===== src/rtl/csr_port_arbiter_if.sv =====
// csr_port_arbiter_if: requester-side bundle of the CSR port arbiter.
// master = application sub-blocks (issue requests, take responses),
// slave  = arbiter (grants requests, returns completions).
interface csr_port_arbiter_if #(
    parameter int NUM_REQUESTERS    = 4,
    parameter int CSR_DATA_WIDTH    = 32,
    parameter int CSR_ADDRESS_WIDTH = 16
);
    logic [NUM_REQUESTERS-1:0]                   req_valid;
    logic [NUM_REQUESTERS-1:0]                   req_ready;
    logic [NUM_REQUESTERS-1:0]                   req_write;
    logic [NUM_REQUESTERS*CSR_ADDRESS_WIDTH-1:0] req_address;
    logic [NUM_REQUESTERS*CSR_DATA_WIDTH-1:0]    req_data;
    logic [NUM_REQUESTERS-1:0]                   rsp_valid;
    logic [CSR_DATA_WIDTH-1:0]                   rsp_data;

    modport master (
        output req_valid, req_write, req_address, req_data,
        input  req_ready, rsp_valid, rsp_data
    );

    modport slave (
        input  req_valid, req_write, req_address, req_data,
        output req_ready, rsp_valid, rsp_data
    );
endinterface


===== src/rtl/csr_port_arbiter.sv =====
// csr_port_arbiter: round-robin share of the DPRAM CSR port A.
// Ports: clock/reset_n; bus (slave) = per-requester valid/ready,
// write/address/data and one-hot rsp_valid + shared rsp_data;
// CSR_* = DPRAM write/read strobes, addresses, data, read data in.
module csr_port_arbiter #(
    parameter int NUM_REQUESTERS    = 4,
    parameter int CSR_DATA_WIDTH    = 32,
    parameter int CSR_ADDRESS_WIDTH = 16
) (
    input  logic                         clock,
    input  logic                         reset_n,
    csr_port_arbiter_if.slave            bus,
    output logic                         CSR_write_enable,
    output logic [CSR_DATA_WIDTH-1:0]    CSR_write_data,
    output logic [CSR_ADDRESS_WIDTH-1:0] CSR_write_address,
    output logic                         CSR_read_enable,
    output logic [CSR_ADDRESS_WIDTH-1:0] CSR_read_address,
    input  logic [CSR_DATA_WIDTH-1:0]    CSR_read_data
);
    localparam int N  = NUM_REQUESTERS;
    localparam int DW = CSR_DATA_WIDTH;
    localparam int AW = CSR_ADDRESS_WIDTH;
    localparam int IW = $clog2(N);

    logic [IW-1:0] ptr;
    logic [IW-1:0] ptr_next;
    logic [IW-1:0] gnt_idx;
    logic [IW-1:0] scan_idx;
    logic          gnt_any;
    logic          accept;
    logic          gnt_write;
    logic [AW-1:0] gnt_address;
    logic [DW-1:0] gnt_data;

    logic          s1_valid;
    logic [IW-1:0] s1_index;
    logic          s2_valid;
    logic [IW-1:0] s2_index;

    // Scan from the farthest slot back toward ptr so the requester
    // closest to ptr (in wrap order) is the one left in gnt_idx.
    always_comb begin
        gnt_any  = 1'b0;
        gnt_idx  = '0;
        scan_idx = '0;
        for (int k = N - 1; k >= 0; k--) begin
            scan_idx = IW'((int'(ptr) + k) % N);
            if (bus.req_valid[scan_idx]) begin
                gnt_any = 1'b1;
                gnt_idx = scan_idx;
            end
        end
    end

    // Grant is suppressed while reset is held.
    assign accept = reset_n && gnt_any;

    always_comb begin
        bus.req_ready = '0;
        if (accept) begin
            bus.req_ready[gnt_idx] = 1'b1;
        end
    end

    assign gnt_write   = bus.req_write[gnt_idx];
    assign gnt_address = bus.req_address[int'(gnt_idx)*AW +: AW];
    assign gnt_data    = bus.req_data[int'(gnt_idx)*DW +: DW];

    assign ptr_next = (gnt_idx == IW'(N - 1)) ? '0 : gnt_idx + IW'(1);

    always_ff @(posedge clock or negedge reset_n) begin
        if (!reset_n) begin
            ptr <= '0;
        end else if (accept) begin
            ptr <= ptr_next;
        end
    end

    // Issue stage: strobes are loaded every cycle, address/data only
    // on the matching kind of acceptance.
    always_ff @(posedge clock or negedge reset_n) begin
        if (!reset_n) begin
            s1_valid          <= 1'b0;
            s1_index          <= '0;
            CSR_write_enable  <= 1'b0;
            CSR_read_enable   <= 1'b0;
            CSR_write_address <= '0;
            CSR_write_data    <= '0;
            CSR_read_address  <= '0;
        end else begin
            s1_valid         <= accept;
            s1_index         <= gnt_idx;
            CSR_write_enable <= accept && gnt_write;
            CSR_read_enable  <= accept && !gnt_write;
            if (accept && gnt_write) begin
                CSR_write_address <= gnt_address;
                CSR_write_data    <= gnt_data;
            end
            if (accept && !gnt_write) begin
                CSR_read_address <= gnt_address;
            end
        end
    end

    // Response stage lines up with the DPRAM's registered read data.
    always_ff @(posedge clock or negedge reset_n) begin
        if (!reset_n) begin
            s2_valid <= 1'b0;
            s2_index <= '0;
        end else begin
            s2_valid <= s1_valid;
            s2_index <= s1_index;
        end
    end

    always_comb begin
        bus.rsp_valid = '0;
        if (s2_valid) begin
            bus.rsp_valid[s2_index] = 1'b1;
        end
    end

    assign bus.rsp_data = CSR_read_data;

endmodule

===== src/flat_wrapper.sv =====
// flat-port wrapper written by rule: the top's interface ports become plain ports
module csr_port_arbiter_flat 
#(
    parameter int NUM_REQUESTERS    = 4,
    parameter int CSR_DATA_WIDTH    = 32,
    parameter int CSR_ADDRESS_WIDTH = 16
)
  (clock, reset_n, CSR_write_enable, CSR_write_data, CSR_write_address, CSR_read_enable, CSR_read_address, CSR_read_data, bus_req_valid, bus_req_write, bus_req_address, bus_req_data, bus_req_ready, bus_rsp_valid, bus_rsp_data);
  csr_port_arbiter_if #(.NUM_REQUESTERS(NUM_REQUESTERS), .CSR_DATA_WIDTH(CSR_DATA_WIDTH), .CSR_ADDRESS_WIDTH(CSR_ADDRESS_WIDTH)) bus_i ();
  input  logic clock;
  input  logic reset_n;
  output logic CSR_write_enable;
  output logic [CSR_DATA_WIDTH-1:0] CSR_write_data;
  output logic [CSR_ADDRESS_WIDTH-1:0] CSR_write_address;
  output logic CSR_read_enable;
  output logic [CSR_ADDRESS_WIDTH-1:0] CSR_read_address;
  input  logic [CSR_DATA_WIDTH-1:0] CSR_read_data;
  input wire logic [$bits(bus_i.req_valid)-1:0] bus_req_valid;
  input wire logic [$bits(bus_i.req_write)-1:0] bus_req_write;
  input wire logic [$bits(bus_i.req_address)-1:0] bus_req_address;
  input wire logic [$bits(bus_i.req_data)-1:0] bus_req_data;
  output wire logic [$bits(bus_i.req_ready)-1:0] bus_req_ready;
  output wire logic [$bits(bus_i.rsp_valid)-1:0] bus_rsp_valid;
  output wire logic [$bits(bus_i.rsp_data)-1:0] bus_rsp_data;
  assign bus_i.req_valid = bus_req_valid;
  assign bus_i.req_write = bus_req_write;
  assign bus_i.req_address = bus_req_address;
  assign bus_i.req_data = bus_req_data;
  assign bus_req_ready = bus_i.req_ready;
  assign bus_rsp_valid = bus_i.rsp_valid;
  assign bus_rsp_data = bus_i.rsp_data;
  csr_port_arbiter #(.NUM_REQUESTERS(NUM_REQUESTERS), .CSR_DATA_WIDTH(CSR_DATA_WIDTH), .CSR_ADDRESS_WIDTH(CSR_ADDRESS_WIDTH)) u_core (.clock(clock), .reset_n(reset_n), .bus(bus_i), .CSR_write_enable(CSR_write_enable), .CSR_write_data(CSR_write_data), .CSR_write_address(CSR_write_address), .CSR_read_enable(CSR_read_enable), .CSR_read_address(CSR_read_address), .CSR_read_data(CSR_read_data));
endmodule

===== config.mk =====
export PLATFORM = sky130hd
export DESIGN_NAME = csr_port_arbiter_flat
export DESIGN_NICKNAME = d
export VERILOG_FILES = /design/src/rtl/csr_port_arbiter_if.sv /design/src/rtl/csr_port_arbiter.sv /design/src/flat_wrapper.sv
export SDC_FILE = /design/constraint.sdc
export NUM_CORES = 1
export LEC_CHECK = 0
export BUFFER_PORTS_ARGS = -buffer_cell sky130_fd_sc_hd__clkbuf_2
export CAP_MARGIN = 10
export CORE_AREA = 4 4 129 131
export CTS_CLUSTER_DIAMETER = 100
export DETAILED_ROUTE_END_ITERATION = 16
export DIE_AREA = 0 0 133 135
export PLACE_DENSITY = 0.63
export SYNTH_ARGS = -nofsm -noshare
export SYNTH_HDL_FRONTEND = slang
export SYNTH_SLANG_ARGS = --single-unit

===== constraint.sdc =====
create_clock -name clock -period 2.75 [get_ports clock]
set_input_delay 0.275 -clock clock [delete_from_list [all_inputs] [get_ports clock]]
set_output_delay 0.275 -clock clock [all_outputs]
set_load 0.005 [all_outputs]

# After elaboration in Yosys (flattened, before gate mapping)
# Index checks and enable logic that the tools add are counted.
totals:
  reg_bits: 74
  inputBits: 234
  output_inout_bits: 106
  wordCells: 56
op_classes:
  add_sub_neg: 4
  magnitude_cmp: 8
  eq_ne: 1
  shift: 2
  muxes: 25
  n_reduce_logical: 6
ops:
  columns: ["operator", "n"]
  rows:
  - ["128-bit by 8-bit variable part select with 32-bit output", 1]
  - ["64-bit by 7-bit variable part select with 16-bit output", 1]
  - ["2-bit by 3-bit less-than comparator with 1-bit output (second input constant)", 6]
  - ["1-bit two-way mux", 11]
  - ["1-bit binary-select mux with 2-bit select", 5]
  - ["2-bit two-way mux", 5]
  - ["4-bit two-way mux", 2]
  - ["1-bit logical AND", 5]
  - ["2-bit by 1-bit adder with 2-bit output (second input constant)", 2]
  - ["2-bit adder (second input constant)", 2]
  - ["1-bit demux with 2-bit select", 2]
  - ["2-bit by 1-bit greater-or-equal comparator with 1-bit output (second input constant)", 2]
  - ["2-bit equality test (second input constant)", 1]
  - ["1-bit zero test", 1]

# Longest topological paths before layout
depth:
  depth_word: 12
  depth_mapped: 10
  depth_no_buf: 7

# Worst setup path after synthesis
# No wires, ideal clock.
synth_timing:
  kind: "reg-to-reg"
  start: "register u_core.ptr[1]"
  end: "register u_core.CSR_write_address[10]"
  setup_ps: 79
  arrival_ps: 2130
  required_ps: 2671
  path_slack_ps: 541
  path_stages_with_launch: 9
  n_path_buf: 3
  period_less_slack_ps: 2209
  cell_sequence: "dfrtp_1 > mux2i_1 > a221oi_2 > buf_4 > mux2i_1 > o22a_1 > buf_2 > buf_2 > mux2i_1"
synth_between:
  elab_chain_cells: 10
  word_cells_on_any_way: 24
  cone_classes: "add/sub: 3; shift: 1; mux: 18; reduce/logical: 2"
synth_rtl:
  columns: ["element", "line", "text"]
  rows:
  - ["start: declaration", "csr_port_arbiter.sv:25", "logic [IW-1:0] ptr;"]
  - ["start signal: assignment", "csr_port_arbiter.sv:75", "ptr <= ptr_next;"]
  - ["parallel branches: the longest is 10 deep, another holds 2-bit adder", null, null]
  - ["end signal: assignment", "csr_port_arbiter.sv:96", "CSR_write_address <= gnt_address;"]
  - ["end: declaration", "csr_port_arbiter.sv:15", "output logic [CSR_ADDRESS_WIDTH-1:0] CSR_write_address,"]
# Parallel ways; which one is timed is not known. The select of a mux whose other input is x is not followed.
# A chain may end at the register's enable or synchronous reset.

# Worst setup path after layout
layout_timing:
  start: "register u_core.ptr[1]"
  end: "output bus_req_ready[2]"
layout_between:
  elab_chain_cells: 12
  word_cells_on_any_way: 26
  cone_classes: "add/sub: 3; order compare: 2; mux: 19; reduce/logical: 2"
layout_rtl:
  columns: ["element", "line", "text"]
  rows:
  - ["2-bit adder", "csr_port_arbiter.sv:47", "scan_idx = IW'((int'(ptr) + k) % N);"]
  - ["1-bit binary-select mux with 2-bit select", "csr_port_arbiter.sv:48", "if (bus.req_valid[scan_idx]) begin"]
  - ["1-bit two-way mux (not written as such)", "csr_port_arbiter.sv:48", null]
  - ["2-bit two-way mux (4 in series)", "csr_port_arbiter.sv:48", null]
  - ["2-bit by 3-bit less-than comparator with 1-bit output (not written as such) or 2-bit by 1-bit greater-or-equal comparator with 1-bit output (tied branches)", "csr_port_arbiter.sv:61", "bus.req_ready[gnt_idx] = 1'b1;"]
  - ["1-bit logical AND (not written as such)", "csr_port_arbiter.sv:61", null]
  - ["1-bit two-way mux (not written as such)", "csr_port_arbiter.sv:61", null]
  - ["1-bit demux with 2-bit select", null, null]
  - ["4-bit two-way mux (*)", "csr_port_arbiter.sv:60", "if (accept) begin"]
  - ["end: declaration", "flat_wrapper.sv:22", "output wire logic [$bits(bus_i.req_ready)-1:0] bus_req_ready;"]
# Mark *: on every way between the ends. The rest lies on a longest branch, timed or not. The select of a mux whose other input is x is not followed.

==> results_dict.tcl <==
set metrics [dict create \
    power_frac_clock_pct 19.7 \
    p_comb_share_pct 48.4 \
    power.leakage_nw 3.64 \
    max_stage_delay_ns 0.47 \
    async_flop_share_pct 100 \
    htree_levels 3 \
    dieArea_mm2 0.0180 \
    synthCells 413 \
    drt_iter0_drc 116 \
    final-instance-count-excl-fill 878 \
    path_cells "mux2i_1 > a221oi_4 > buf_12 > buf_4 > inv_1 > ha_1 > and2_1 > clkbuf_2" \
    ys_seq_elements 74 \
    swShare_pct 35.0 \
    period_share_pct 95.1 \
    worstPathRequired_ns 2.48 \
    synth_edf_count 0 \
    endpoint_kind "output port" \
    synth.mux.area_fraction_pct 45.7 \
    p_sw_w 0.00212 \
    synth_top_family_by_area "multiplexers" \
    finalSetupViolations 0 \
    placedInstanceArea_mm2 0.00622 \
    grt_pass1_vias 4333 \
    dp_cells 861 \
    clk_latency_ns 0.33 \
    rsz0062_at_grt "false" \
    die_h_um 135 \
    slew_viol_final 0 \
    core_area_mm2 0.0156 \
    grt_max_degree 75 \
    io_pins 340 \
    synth.net_count 651 \
    synthTopCellsByCount "163 x mux2i_1, 74 x dfrtp_1, 48 x mux2_2" \
    dr.pass1.iters 4 \
    cap_violations 0 \
    max_freq_ghz 0.383 \
    yosys_warnings 0 \
    dp_slack_ns 0.353 \
    cts_buffers 9 \
    slew_headroom_pct 36.8 \
    status "finished, final reports clean" \
    synth_xor_xnor_area_share_pct 0 \
    seq_area_frac_synth_pct 38.9 \
    num_vias 3883 \
    clock_path_buffers 2 \
    worst_pin_slew_ns 0.948 \
    start_util_pct 30.5 \
    postRouteAntennaNets 0 \
    hold_class "input pin to async pin" \
    totalWireLength_um 14000 \
    synthSimpleGateAreaFrac_pct 2.79 \
    gr-total-overflow 0 \
    synth.distinct_cells 24 \
    clock_sinks 74 \
    grt_usage_pct 15.1 \
    hold_viol 0 \
    post_cts_resized 0 \
    antennaDiodeCount 0 \
    path_max_fanout 22 \
    synth_area_leader_cell "dfrtp_1" \
    ys.flop_type "dfrtp_1" \
    ir_drop_v 0.000315 \
    fin_skew_ns 0.00953 \
    start_kind "flop" \
    crit_arrival_ns 2.34 \
    final_core_util_pct 41.9 \
    fin_area_mm2 0.00654 \
    cts_root_buf "clkbuf_16" \
    netlist.area_leader.share_pct 38.9 \
    wl_per_cell_um 15.9 \
    internal_power_w 0.00394 \
    tns_ns 0 \
    portBuffers 275 \
    slowest_stage "dfrtp_1" \
    syn_area_mm2 0.00476 \
    antenna_found_initial 0 \
    synthToLayoutAreaGrowth_pct 37.4 \
    yosys-top-cells-area "dfrtp_1 39%, mux2i_1 34%, mux2_2 11%, buf_4 5.4%, inv_1 2.8%" \
    rows 46 \
    fin_crit_ns 2.61 \
    powerDensity_mw_per_mm2 928 \
    yosysMostFrequentCell "mux2i_1" \
    criticalPathCategory "flop to output port" \
    place_congestion 0.786 \
    nets 895 \
    drive_gt1_share_pct 53.8 \
    routed_via_density 4.42 \
    grt_pass1_wl_um 21900 \
    cts_tree "built" \
    die_x_um 133 \
    setup_ws_ns 0.136 \
    synth-compound-area-share_pct 1.13 \
    hpwlAfterDp_um 11400 \
    drc 0 \
    synth_fa_ha_area_share_pct 1.05 \
    synth_area_per_cell_um2 11.5 \
    seq_power_share_pct 31.8 \
    path_clk_slew_ns 0.06 \
]
==> power groups by stage <==
stage               combinational, W  sequential (W)  clock [W]
floorplan                    0.00181         0.00194          0
global placement             0.00290         0.00192          0
detailed placement           0.00300         0.00195          0
CTS                          0.00300         0.00194    0.00124
global route                 0.00322         0.00201    0.00130
finish                       0.00294         0.00193    0.00120
==> sequential cells by signal, summed over array words and instances, names as in the netlist <==
register	cells
u_core.CSR_write_data	32
u_core.CSR_read_address	16
u_core.CSR_write_address	16
u_core.ptr	2
u_core.s1_index	2
u_core.s2_index	2
u_core.CSR_read_enable	1
u_core.CSR_write_enable	1
u_core.s1_valid	1
u_core.s2_valid	1
==> cell type report <==
cell class              instances  area [um2]
repair buffers                289        1550
well taps                     216         270
inverters                      36         135
fillers                      1520        9060
multi-input cells             247        2430
clock inverters                 5        62.6
flip-flops and latches         74        1850
clock buffers                  11         243
==> metrics by stage <==
step / total power, W / hold WS, ns
2_1_floorplan: 0.00375 / -0.0206
3_3_place_gp: 0.00482 / 0.334
3_5_place_dp: 0.00495 / 0.341
4_1_cts: 0.00618 / 0.226
5_1_grt: 0.00653 / 0.295
6_report: 0.00607 / 0.184
==> placed cells by master (no fill, tap or decap), types with 2 or more instances in the layout <==
master      count
nand2_1         9
buf_12          5
mux2i_1       163
buf_4          10
clkbuf_2      274
clkinvlp_4      2
ha_1            4
inv_1          35
and2_1          4
clkbuf_16       9
nor3b_1         2
dfrtp_1        74
nor2_1          5
mux2_2         48
nand2b_1        2
==> worst max-delay path, delay by kind of cell (launching register included) <==
family	cells	cell delay, ns
simple gates	1	0.13
mux	1	0.19
flops	1	0.47
fa+ha+maj	1	0.18
buf+inv	4	0.64
compound gates	1	0.39
==> cells by family after synthesis <==
family	Yosys count
flip-flops	74
adder cells (fa/ha/maj)	4
buffers and inverters	92
AND/OR/NAND/NOR	26
AO/OA/AOI/OAI	6
multiplexers	211
==> timing repair <==
action | in CTS | in global routing
endpoints found under the setup margin | 0 | 2
hold buffers | 0 | 0
setup buffers | 0 | 1
==> routing by layer <==
layer	up-vias	global-route usage, %	wire [um]
met4	0	5.20	296
met3	28	5.44	1210
met2	185	28.5	7560
met1	1787	15.2	4890
met5	-	0	0
li1	1883	-	-
==> worst paths after layout <==
kind / from / end / slack [ns] / cells after the start
max in group asynchronous: reset_n / u_core.CSR_write_data[3] / 1.95 / 2
min in group clock: reset_n / u_core.ptr[1] / 0.33 / 4
min reg2reg: u_core.s1_index[1] / u_core.s2_index[1] / 0.35 / 0
max: u_core.ptr[1] / bus_req_ready[2] / 0.14 / 8
min: reset_n / u_core.ptr[0] / 0.18 / 2
max reg2reg: u_core.ptr[1] / u_core.CSR_write_data[4] / 0.28 / 7
(Power assumes the default switching activity.)
